$ cat config.mk
export PLATFORM = sky130hd
export DESIGN_NAME = gray_step_decoder_flat
export DESIGN_NICKNAME = d
export VERILOG_FILES = /design/src/rtl/gray_step_decoder_pkg.sv /design/src/rtl/gray_step_decoder_if.sv /design/src/rtl/gray_step_decoder_gray_to_bin.sv /design/src/rtl/gray_step_decoder.sv /design/src/flat_wrapper.sv
export SDC_FILE = /design/constraint.sdc
export NUM_CORES = 1
export LEC_CHECK = 0
export ABC_CLOCK_PERIOD_IN_PS = 3600
export BUFFER_PORTS_ARGS = -buffer_cell sky130_fd_sc_hd__buf_4
export CAP_MARGIN = 10
export CORE_MARGIN = 2
export CORE_UTILIZATION = 50
export DETAILED_ROUTE_END_ITERATION = 16
export PLACE_DENSITY = 0.86
export SYNTH_ARGS = -nofsm -noshare
export SYNTH_HDL_FRONTEND = slang
export SYNTH_SLANG_ARGS = --single-unit
$ cat constraint.sdc
create_clock -name clk -period 3.6 [get_ports clk]
set_input_delay 0.54 -clock clk [delete_from_list [all_inputs] [get_ports clk]]
set_output_delay 0.54 -clock clk [all_outputs]
set_load 0.03 [all_outputs]
$ cat src/rtl/gray_step_decoder_pkg.sv
// Shared types and constants for the Gray-code step decoder.
// GRAY_SYNC_EN selects the synchronised-input variant (longer warm-up).
package gray_step_pkg;

  localparam int CODE_W = 3;

  localparam logic [CODE_W-1:0] DIFF_NONE = 3'd0;
  localparam logic [CODE_W-1:0] DIFF_UP   = 3'd1;
  localparam logic [CODE_W-1:0] DIFF_DN   = 3'd7;

  typedef enum logic [1:0] {
    UNLOCKED = 2'd0,
    LOCKED   = 2'd1,
    ERROR    = 2'd2
  } state_t;

  // Warm-up must cover every input register stage before the first compare
`ifdef GRAY_SYNC_EN
  localparam int UNLOCK_CYC = 3;
`else
  localparam int UNLOCK_CYC = 1;
`endif

  localparam logic [1:0] UNLOCK_LAST = 2'(UNLOCK_CYC - 1);

endpackage

$ cat src/rtl/gray_step_decoder_if.sv
// Bundle between the Gray-code source side and the step decoder.
// master drives the code and clear; slave (the decoder) returns the status.
interface gray_step_decoder_if #(
  parameter int POS_W = 8
);

  logic             clear;
  logic [2:0]       gray_in;
  logic [2:0]       code_bin;
  logic [POS_W-1:0] pos;
  logic             step_up;
  logic             step_dn;
  logic             err;
  logic             err_sticky;
  logic             locked;

  modport master (
    output clear,
    output gray_in,
    input  code_bin,
    input  pos,
    input  step_up,
    input  step_dn,
    input  err,
    input  err_sticky,
    input  locked
  );

  modport slave (
    input  clear,
    input  gray_in,
    output code_bin,
    output pos,
    output step_up,
    output step_dn,
    output err,
    output err_sticky,
    output locked
  );

endinterface

$ cat src/rtl/gray_step_decoder_gray_to_bin.sv
// Combinational Gray-to-binary converter: each binary bit is the XOR of
// all Gray bits at or above its position.
module gray_to_bin
  import gray_step_pkg::*;
#(
  parameter int W = CODE_W
) (
  input  logic [W-1:0] gray,
  output logic [W-1:0] bin
);

  // Running XOR from the MSB down
  always_comb begin
    bin        = {W{1'b0}};
    bin[W-1]   = gray[W-1];
    for (int i = W - 2; i >= 0; i--) begin
      bin[i] = bin[i+1] ^ gray[i];
    end
  end

endmodule

$ cat src/rtl/gray_step_decoder.sv
// Gray-code step decoder: classifies each sampled code change as +1/-1/none/illegal
// and tracks a wrapping position. Build option: GRAY_SYNC_EN adds a 2-flop input synchroniser.
module gray_step_decoder
  import gray_step_pkg::*;
#(
  parameter int               POS_W     = 8,
  parameter logic [POS_W-1:0] START_POS = {POS_W{1'b0}}
) (
  input  logic                 clk,
  input  logic                 reset,
  gray_step_decoder_if.slave   bus
);

  localparam logic [POS_W-1:0] POS_ONE = POS_W'(1);

`ifdef GRAY_SYNC_EN
  logic [CODE_W-1:0] sync1_r;
  logic [CODE_W-1:0] sync2_r;
`endif

  logic [CODE_W-1:0] gray_q_r;
  logic [CODE_W-1:0] prev_bin_r;
  logic [CODE_W-1:0] code_bin_r;
  logic [CODE_W-1:0] cur_bin_s;
  logic [CODE_W-1:0] diff_s;
  logic [POS_W-1:0]  pos_r;
  logic [1:0]        unlock_cnt_r;
  logic              step_up_r;
  logic              step_dn_r;
  logic              err_r;
  logic              err_sticky_r;
  logic              locked_r;
  state_t            state_r;

  gray_to_bin #(
    .W (CODE_W)
  ) u_gray_to_bin (
    .gray (gray_q_r),
    .bin  (cur_bin_s)
  );

  // Modulo-8 distance between consecutive samples
  always_comb begin
    diff_s = cur_bin_s - prev_bin_r;
  end

  // Input pipeline, position accumulator, pulse outputs and lock FSM
  always_ff @(posedge clk or negedge reset) begin
    if (!reset) begin
`ifdef GRAY_SYNC_EN
      sync1_r      <= 3'd0;
      sync2_r      <= 3'd0;
`endif
      gray_q_r     <= 3'd0;
      prev_bin_r   <= 3'd0;
      code_bin_r   <= 3'd0;
      pos_r        <= START_POS;
      unlock_cnt_r <= 2'd0;
      step_up_r    <= 1'b0;
      step_dn_r    <= 1'b0;
      err_r        <= 1'b0;
      err_sticky_r <= 1'b0;
      locked_r     <= 1'b0;
      state_r      <= UNLOCKED;
    end else begin
`ifdef GRAY_SYNC_EN
      sync1_r      <= bus.gray_in;
      sync2_r      <= sync1_r;
      gray_q_r     <= sync2_r;
`else
      gray_q_r     <= bus.gray_in;
`endif
      // Sample history keeps tracking through clear so re-lock sees no false step
      prev_bin_r   <= cur_bin_s;
      code_bin_r   <= cur_bin_s;
      step_up_r    <= 1'b0;
      step_dn_r    <= 1'b0;
      err_r        <= 1'b0;

      if (bus.clear) begin
        pos_r        <= START_POS;
        unlock_cnt_r <= 2'd0;
        err_sticky_r <= 1'b0;
        locked_r     <= 1'b0;
        state_r      <= UNLOCKED;
      end else begin
        case (state_r)
          UNLOCKED: begin
            if (unlock_cnt_r == UNLOCK_LAST) begin
              unlock_cnt_r <= 2'd0;
              locked_r     <= 1'b1;
              state_r      <= LOCKED;
            end else begin
              unlock_cnt_r <= unlock_cnt_r + 2'd1;
              locked_r     <= 1'b0;
            end
          end
          LOCKED: begin
            case (diff_s)
              DIFF_NONE: begin
                locked_r <= 1'b1;
              end
              DIFF_UP: begin
                step_up_r <= 1'b1;
                pos_r     <= pos_r + POS_ONE;
                locked_r  <= 1'b1;
              end
              DIFF_DN: begin
                step_dn_r <= 1'b1;
                pos_r     <= pos_r - POS_ONE;
                locked_r  <= 1'b1;
              end
              default: begin
                err_r        <= 1'b1;
                err_sticky_r <= 1'b1;
                locked_r     <= 1'b0;
                state_r      <= ERROR;
              end
            endcase
          end
          ERROR: begin
            locked_r <= 1'b0;
          end
          default: begin
            unlock_cnt_r <= 2'd0;
            locked_r     <= 1'b0;
            state_r      <= UNLOCKED;
          end
        endcase
      end
    end
  end

  assign bus.code_bin   = code_bin_r;
  assign bus.pos        = pos_r;
  assign bus.step_up    = step_up_r;
  assign bus.step_dn    = step_dn_r;
  assign bus.err        = err_r;
  assign bus.err_sticky = err_sticky_r;
  assign bus.locked     = locked_r;

endmodule

$ cat src/flat_wrapper.sv
// flat-port wrapper written by rule: the top's interface ports become plain ports
module gray_step_decoder_flat import gray_step_pkg::*;
#(
  parameter int               POS_W     = 8,
  parameter logic [POS_W-1:0] START_POS = {POS_W{1'b0}}
)
  (clk, reset, bus_clear, bus_gray_in, bus_code_bin, bus_pos, bus_step_up, bus_step_dn, bus_err, bus_err_sticky, bus_locked);
  gray_step_decoder_if #(.POS_W(POS_W)) bus_i ();
  input  logic clk;
  input  logic reset;
  input wire logic [$bits(bus_i.clear)-1:0] bus_clear;
  input wire logic [$bits(bus_i.gray_in)-1:0] bus_gray_in;
  output wire logic [$bits(bus_i.code_bin)-1:0] bus_code_bin;
  output wire logic [$bits(bus_i.pos)-1:0] bus_pos;
  output wire logic [$bits(bus_i.step_up)-1:0] bus_step_up;
  output wire logic [$bits(bus_i.step_dn)-1:0] bus_step_dn;
  output wire logic [$bits(bus_i.err)-1:0] bus_err;
  output wire logic [$bits(bus_i.err_sticky)-1:0] bus_err_sticky;
  output wire logic [$bits(bus_i.locked)-1:0] bus_locked;
  assign bus_i.clear = bus_clear;
  assign bus_i.gray_in = bus_gray_in;
  assign bus_code_bin = bus_i.code_bin;
  assign bus_pos = bus_i.pos;
  assign bus_step_up = bus_i.step_up;
  assign bus_step_dn = bus_i.step_dn;
  assign bus_err = bus_i.err;
  assign bus_err_sticky = bus_i.err_sticky;
  assign bus_locked = bus_i.locked;
  gray_step_decoder #(.POS_W(POS_W), .START_POS(START_POS)) u_core (.clk(clk), .reset(reset), .bus(bus_i));
endmodule
==> impl_metrics.tcl, run 1 <==
set metrics [dict create \
    dp_hpwl_mm 2.25 \
    cp_num_buf_inv 1 \
    drt_first_pass_iters 4 \
    path_max_fanout 8 \
    ioPinCount 22 \
    numPortBuffers 21 \
    tightest_slew_ns 0.523 \
    die_h_um 56.2 \
    place_area_sq_mm 0.00157 \
    cts_max_level 1 \
    grt_pass1_wl_mm 4.94 \
    seq_area_sq_um 577 \
    p_sw_share_pct 41.1 \
    ys_types 37 \
    diodes 0 \
    synth-async-reset-ratio_pct 100 \
    fin_skew_ns 0.00540 \
    fin_cells 192 \
    period_minus_slack_ns 3.50 \
    ys_ff_latch 23 \
    vias 1116 \
    grt.overflow.total 0 \
    wire_per_inst_um 16.2 \
    stdcell_area_sq_mm 0.00166 \
    max_freq_mhz 286 \
    nFillCells 203 \
    hp-class "in2async" \
    cts.path.max_buffers 2 \
    p_clk_share_pct 14.1 \
    fin_crit_sh_pct 97.2 \
    die_w_um 56.2 \
    synth_fp_nets 153 \
    reg2reg_depth 13 \
    area_growth_pct 21.9 \
    critPathArrivalTime_ns 3.71 \
    core_area_sq_mm 0.00252 \
    crit_slowest_cell "dfrtp_1" \
    p_leak_nw 0.780 \
    antenna_found_initial 0 \
    multi_input_area_sq_um 786 \
    rows 18 \
    setup_tns_ns 0 \
    clock_sinks 23 \
    avgSynthCellArea_sq_um 10.1 \
    max_stage_delay_ns 0.45 \
    synth-edff-count 0 \
    power.density_mw_per_mm2 532 \
    path_clk_slew_ns 0.13 \
    p_int_uw 521 \
    cp_data_required_time_ns 3.82 \
    finalHoldViolations 0 \
    ir_worst_vdd_mv 0.441 \
    start_kind "register" \
    rr_startpoint "u_core.gray_q_r[1]$_DFF_PN0_" \
    final_nets 181 \
    p_switching_uw 363 \
    cp_top_family "adder cells" \
    synth.yosys.seq_area_share_pct 42.2 \
    cts_tree "yes" \
    netlist_area_sq_mm 0.00136 \
    worst_path_most_repeated_cell "a211oi_2" \
    status "finished clean" \
    drive_gt1_share_pct 29.6 \
    cp-end-kind "register" \
    drc_errors 0 \
    grt_pass1_vias 1142 \
    postRouteAntennaNets 0 \
    cts_inserted_buffers 3 \
    die-area_sq_mm 0.00316 \
    cp_cell_sequence "xor2_4 > xnor2_2 > ha_1 > fa_2 > xor3_2 > nand2_2 > inv_4 > ha_2 > a41o_1 > a31o_2 > a211oi_2 > a211oi_2 > mux2_2" \
    relSlewSlack_pct 65.1 \
    power_frac_comb_pct 49.2 \
    grt_max_degree 24 \
    grt.total_usage_pct 20.1 \
    maxCapViolCount 0 \
    yosys_warnings 0 \
    dp.cells 186 \
    synthCells 135 \
    crit_type "reg2reg" \
    cts-root-buf "clkbuf_4" \
    drtIter0Drc 33 \
    clk_latency_ns 0.32 \
    report.final.slew_viol_count 0 \
    initial_core_util_pct 54.0 \
    viasPerCell 5.81 \
    reg2reg_slack_ns 0.10 \
    finalSetupViolCount 0 \
    worstReg2RegEnd "u_core.bus.pos[7]$_DFFE_PN0P_" \
    drt-total-wl_mm 3.10 \
    pwr-share-seq_pct 36.6 \
    synth_flop_cell "dfrtp_1" \
    place.gp.congestion 0.922 \
]
-- what timing repair did --
| item | in CTS | in global routing |
|---|---|---|
| pin swaps | 0 | 3 |
| buffers inserted | 0 | 2 |
| gates resized for setup | 1 | 9 |
| gates cloned | 0 | 0 |
| hold buffers | 0 | 0 |
| endpoints found under the setup margin | 1 | 1 |
-- per-layer routing --
metal	up-vias	global-route usage [%]	wire, um
li1	522	-	-
met3	10	3.49	95
met5	-	0	0
met1	555	23.1	1270
met2	29	35.8	1670
met4	0	9.52	68
-- layout by cell type, fill, tap and decap left out, drive strengths merged, types with 2 or more instances in the layout --
| cell type | instances |
|---|---|
| nor2b | 2 |
| nor2 | 19 |
| xnor2 | 5 |
| buf | 26 |
| mux2i | 3 |
| nand2 | 14 |
| clkbuf | 3 |
| a21oi | 5 |
| o21ai | 7 |
| nand3 | 2 |
| a221o | 2 |
| xor2 | 3 |
| a211oi | 2 |
| mux2 | 2 |
| a22oi | 3 |
| dfrtp | 23 |
| a31oi | 3 |
| o211ai | 3 |
| inv | 9 |
| ha | 11 |
-- final cells by class --
class | count | area share (%)
clock buffers | 3 | 1.36
flip-flops and latches | 23 | 34.7
inverters | 9 | 2.18
repair buffers | 26 | 11.7
well taps | 30 | 2.26
multi-input cells | 100 | 47.3
clock inverters | 1 | 0.452
-- cell families after synthesis --
kind of cell / synth area share (%)
and+or+nand+nor: 13.5
muxes: 4.13
AOI/OAI and AO/OA: 15.0
xor gates and xnor gates: 10.3
adders and majority gates: 11.6
buffers and inverters: 3.31
DFF: 42.2
-- per-stage QoR --
step / hold slack (ns) / utilization [%] / setup slack (ns) / power (mW)
2_1_floorplan: 0.244 / - / 0.0600 / 0.617
5_1_grt: 0.0794 / 65.9 / -0.0409 / 0.940
3_5_place_dp: 0.447 / 62.2 / 0.0197 / 0.739
3_3_place_gp: 0.443 / 62.2 / 0.229 / 0.714
6_report: 0.0822 / 65.9 / 0.102 / 0.884
4_1_cts: 0.0778 / 63.7 / 0.0408 / 0.866
-- worst max-delay path by stage --
stage	startpoint	endpoint	slack (ns)	depth (start not counted)
final	u_core.gray_q_r[1]$_DFF_PN0_	u_core.bus.pos[7]$_DFFE_PN0P_	0.10	13
after global routing	u_core.gray_q_r[1]$_DFF_PN0_	u_core.bus.pos[7]$_DFFE_PN0P_	-0.04	13
after floorplan	u_core.gray_q_r[2]$_DFF_PN0_	u_core.bus.pos[7]$_DFFE_PN0P_	0.06	13
after CTS	u_core.gray_q_r[2]$_DFF_PN0_	u_core.bus.pos[7]$_DFFE_PN0P_	0.04	13
after global placement	u_core.gray_q_r[2]$_DFF_PN0_	u_core.bus.pos[7]$_DFFE_PN0P_	0.23	13
after detailed placement	u_core.gray_q_r[2]$_DFF_PN0_	u_core.bus.pos[7]$_DFFE_PN0P_	0.02	13
-- synthesized netlist by cell type, drive strengths merged (2+ instances only) --
cell type	number	area, sq um
nand2	14	52.6
a211oi	2	15.0
o211ai	3	22.5
mux2i	3	30.0
nor2	19	71.3
inv	9	33.8
xor2	3	26.3
clkbuf	3	11.3
a22oi	3	22.5
a221o	2	21.3
xnor2	5	62.6
dfrtp	23	576
a21oi	5	25.0
o21ai	7	35.0
nand3	2	10.0
mux2	2	26.3
a31oi	3	18.8
nor2b	2	12.5
ha	11	138
-- power by group through the flow --
| stage | Clock (mW) | Combinational (mW) | Sequential (mW) |
|---|---|---|---|
| after floorplan | 0 | 0.250 | 0.366 |
| after global placement | 0 | 0.390 | 0.324 |
| after detailed placement | 0 | 0.413 | 0.326 |
| after CTS | 0.131 | 0.414 | 0.322 |
| after global routing | 0.140 | 0.473 | 0.327 |
| final | 0.125 | 0.435 | 0.324 |
-- registers in the layout (all words and copies together), names as in the netlist --
name	cells
u_core.bus.step_dn	1
u_core.bus.err_sticky	1
u_core.unlock_cnt_r	2
u_core.bus.pos	8
u_core.bus.err	1
u_core.gray_q_r	3
u_core.bus.locked	1
u_core.state_r	2
u_core.bus.step_up	1
u_core.prev_bin_r	3
No activity file was read; power rests on OpenSTA's default activity.
==> inputs of run 2 (changes only) <==
CORE_MARGIN = 1.5   (was 2)
==> impl_metrics.tcl, run 2 (same netlist as run 1, synthesis figures left out) <==
set metrics [dict create \
    status "finished clean" \
    area_growth_pct 23.0 \
    path_clk_slew_ns 0.14 \
    cts_inserted_buffers 3 \
    max_freq_mhz 291 \
    rsz0062_at_grt "no" \
    antenna_found_initial 0 \
    drtIter0Drc 25 \
    final_util_pct 66.4 \
    cts-root-buf "clkbuf_4" \
    die_h_um 55.2 \
    reg2reg_slack_ns 0.16 \
    dp.cells 187 \
    ir_worst_vdd_mv 0.444 \
    drt-total-wl_mm 2.83 \
    grt_max_degree 24 \
    postRouteAntennaNets 0 \
    grt_util_met3_pct 2.11 \
    diodes 0 \
    cts_tree "yes" \
    place.gp.congestion 0.955 \
    grt.total_usage_pct 18.7 \
    grt_pass1_wl_mm 4.60 \
    power.density_mw_per_mm2 532 \
    drive_gt1_share_pct 30.9 \
    path_max_fanout 7 \
    clk_latency_ns 0.32 \
    drt_first_pass_iters 4 \
    viasPerCell 5.61 \
    cp_data_required_time_ns 3.82 \
    core_area_sq_mm 0.00252 \
    maxCapViolCount 0 \
    initial_core_util_pct 54.0 \
    numPortBuffers 21 \
    fin_skew_ns 0.0108 \
    period_minus_slack_ns 3.44 \
    mostFrequentLayoutCells "29 x buf_4, 22 x dfrtp_1, 19 x nor2_1" \
    cp-end-kind "register" \
    cts.path.max_buffers 2 \
    cts_max_level 1 \
    vias 1093 \
    hp-class "in2async" \
    crit_type "reg2reg" \
    ioPinCount 22 \
    grt_pass1_vias 1062 \
    finalSetupViolCount 0 \
    dp_hpwl_mm 2.01 \
    wire_per_inst_um 14.5 \
    grtUsageMet2_pct 31.5 \
    final_nets 184 \
    setup_tns_ns 0 \
    start_kind "register" \
    report.final.slew_viol_count 0 \
    gr-max-usage-layer "met2" \
    die-area_sq_mm 0.00305 \
    clock_sinks 23 \
    critPathArrivalTime_ns 3.66 \
    final_common_cell "buf_4" \
    p_leak_nw 0.785 \
    fin_cells 195 \
    grt.overflow.total 0 \
    fin_crit_sh_pct 95.5 \
    tightest_slew_ns 0.472 \
    finalHoldViolations 0 \
    largest_reg_flops 8 \
    die_w_um 55.2 \
    relSlewSlack_pct 68.6 \
    rows 18 \
    grtUsageMet1_pct 24.5 \
    drc_errors 0 \
]
run 2: final timing paths:
check | from | endpoint | cells after the start
setup / recovery | u_core.gray_q_r[2]$_DFF_PN0_ | u_core.bus.pos[7]$_DFFE_PN0P_ | 13
hold / removal | reset | u_core.prev_bin_r[2]$_DFF_PN0_ | 1
setup reg to reg | u_core.gray_q_r[2]$_DFF_PN0_ | u_core.bus.pos[7]$_DFFE_PN0P_ | 13
hold reg to reg | u_core.gray_q_r[2]$_DFF_PN0_ | u_core.prev_bin_r[2]$_DFF_PN0_ | 0
max in group asynchronous | reset | u_core.gray_q_r[2]$_DFF_PN0_ | 1
min in group clk | bus_gray_in[1] | u_core.gray_q_r[1]$_DFF_PN0_ | 1
run 2: through the flow:
| step | hold WS (ns) | area [sq um] | setup WS, ns | power (mW) |
|---|---|---|---|---|
| 4_1_cts | 0.0822 | 1610 | 0.0523 | 0.864 |
| 3_3_place_gp | 0.442 | 1580 | 0.284 | 0.720 |
| 6_report | 0.0763 | 1680 | 0.161 | 0.892 |
| 2_1_floorplan | 0.244 | 1360 | 0.0600 | 0.617 |
| 5_1_grt | 0.0639 | 1680 | 0.00167 | 0.950 |
| 3_5_place_dp | 0.452 | 1580 | 0.105 | 0.736 |
run 2: final cells by class:
cell class | count | area, sq um
inverter | 9 | 33.8
clock inverter | 1 | 7.51
fill | 194 | 847
tap | 30 | 37.5
sequential | 23 | 577
multi-input combinational | 100 | 779
clock buffer | 3 | 22.5
timing repair buffer | 29 | 218
run 2: worst max-delay path, cell delays in order (launching register included):
cell and delay, ns:
dfrtp_2 0.47, xor2_2 0.20, xnor2_1 0.16, ha_1 0.21, fa_2 0.36, xor3_2 0.44, nand2_2 0.10, inv_2 0.05
buf_4 0.16, ha_2 0.37, a31o_2 0.18, a211oi_2 0.07, a211oi_2 0.20, mux2_2 0.35
run 2: repair_timing:
| item | in CTS | in global routing |
|---|---|---|
| setup endpoints to repair | 0 | 1 |
| buffers inserted | 0 | 4 |
| hold buffers | 0 | 0 |
| resized for setup | 0 | 9 |
run 2: report_power, final:
part | internal (mW) | switching (mW)
Combinational | 0.196 | 0.247
Clock | 0.0425 | 0.0851
Sequential | 0.292 | 0.0304
run 2: per-layer routing:
layer / wire length (um) / up-vias
li1: - / 526
met1: 1250 / 531
met2: 1470 / 30
met3: 65 / 6
met4: 46 / 0
met5: 0 / -
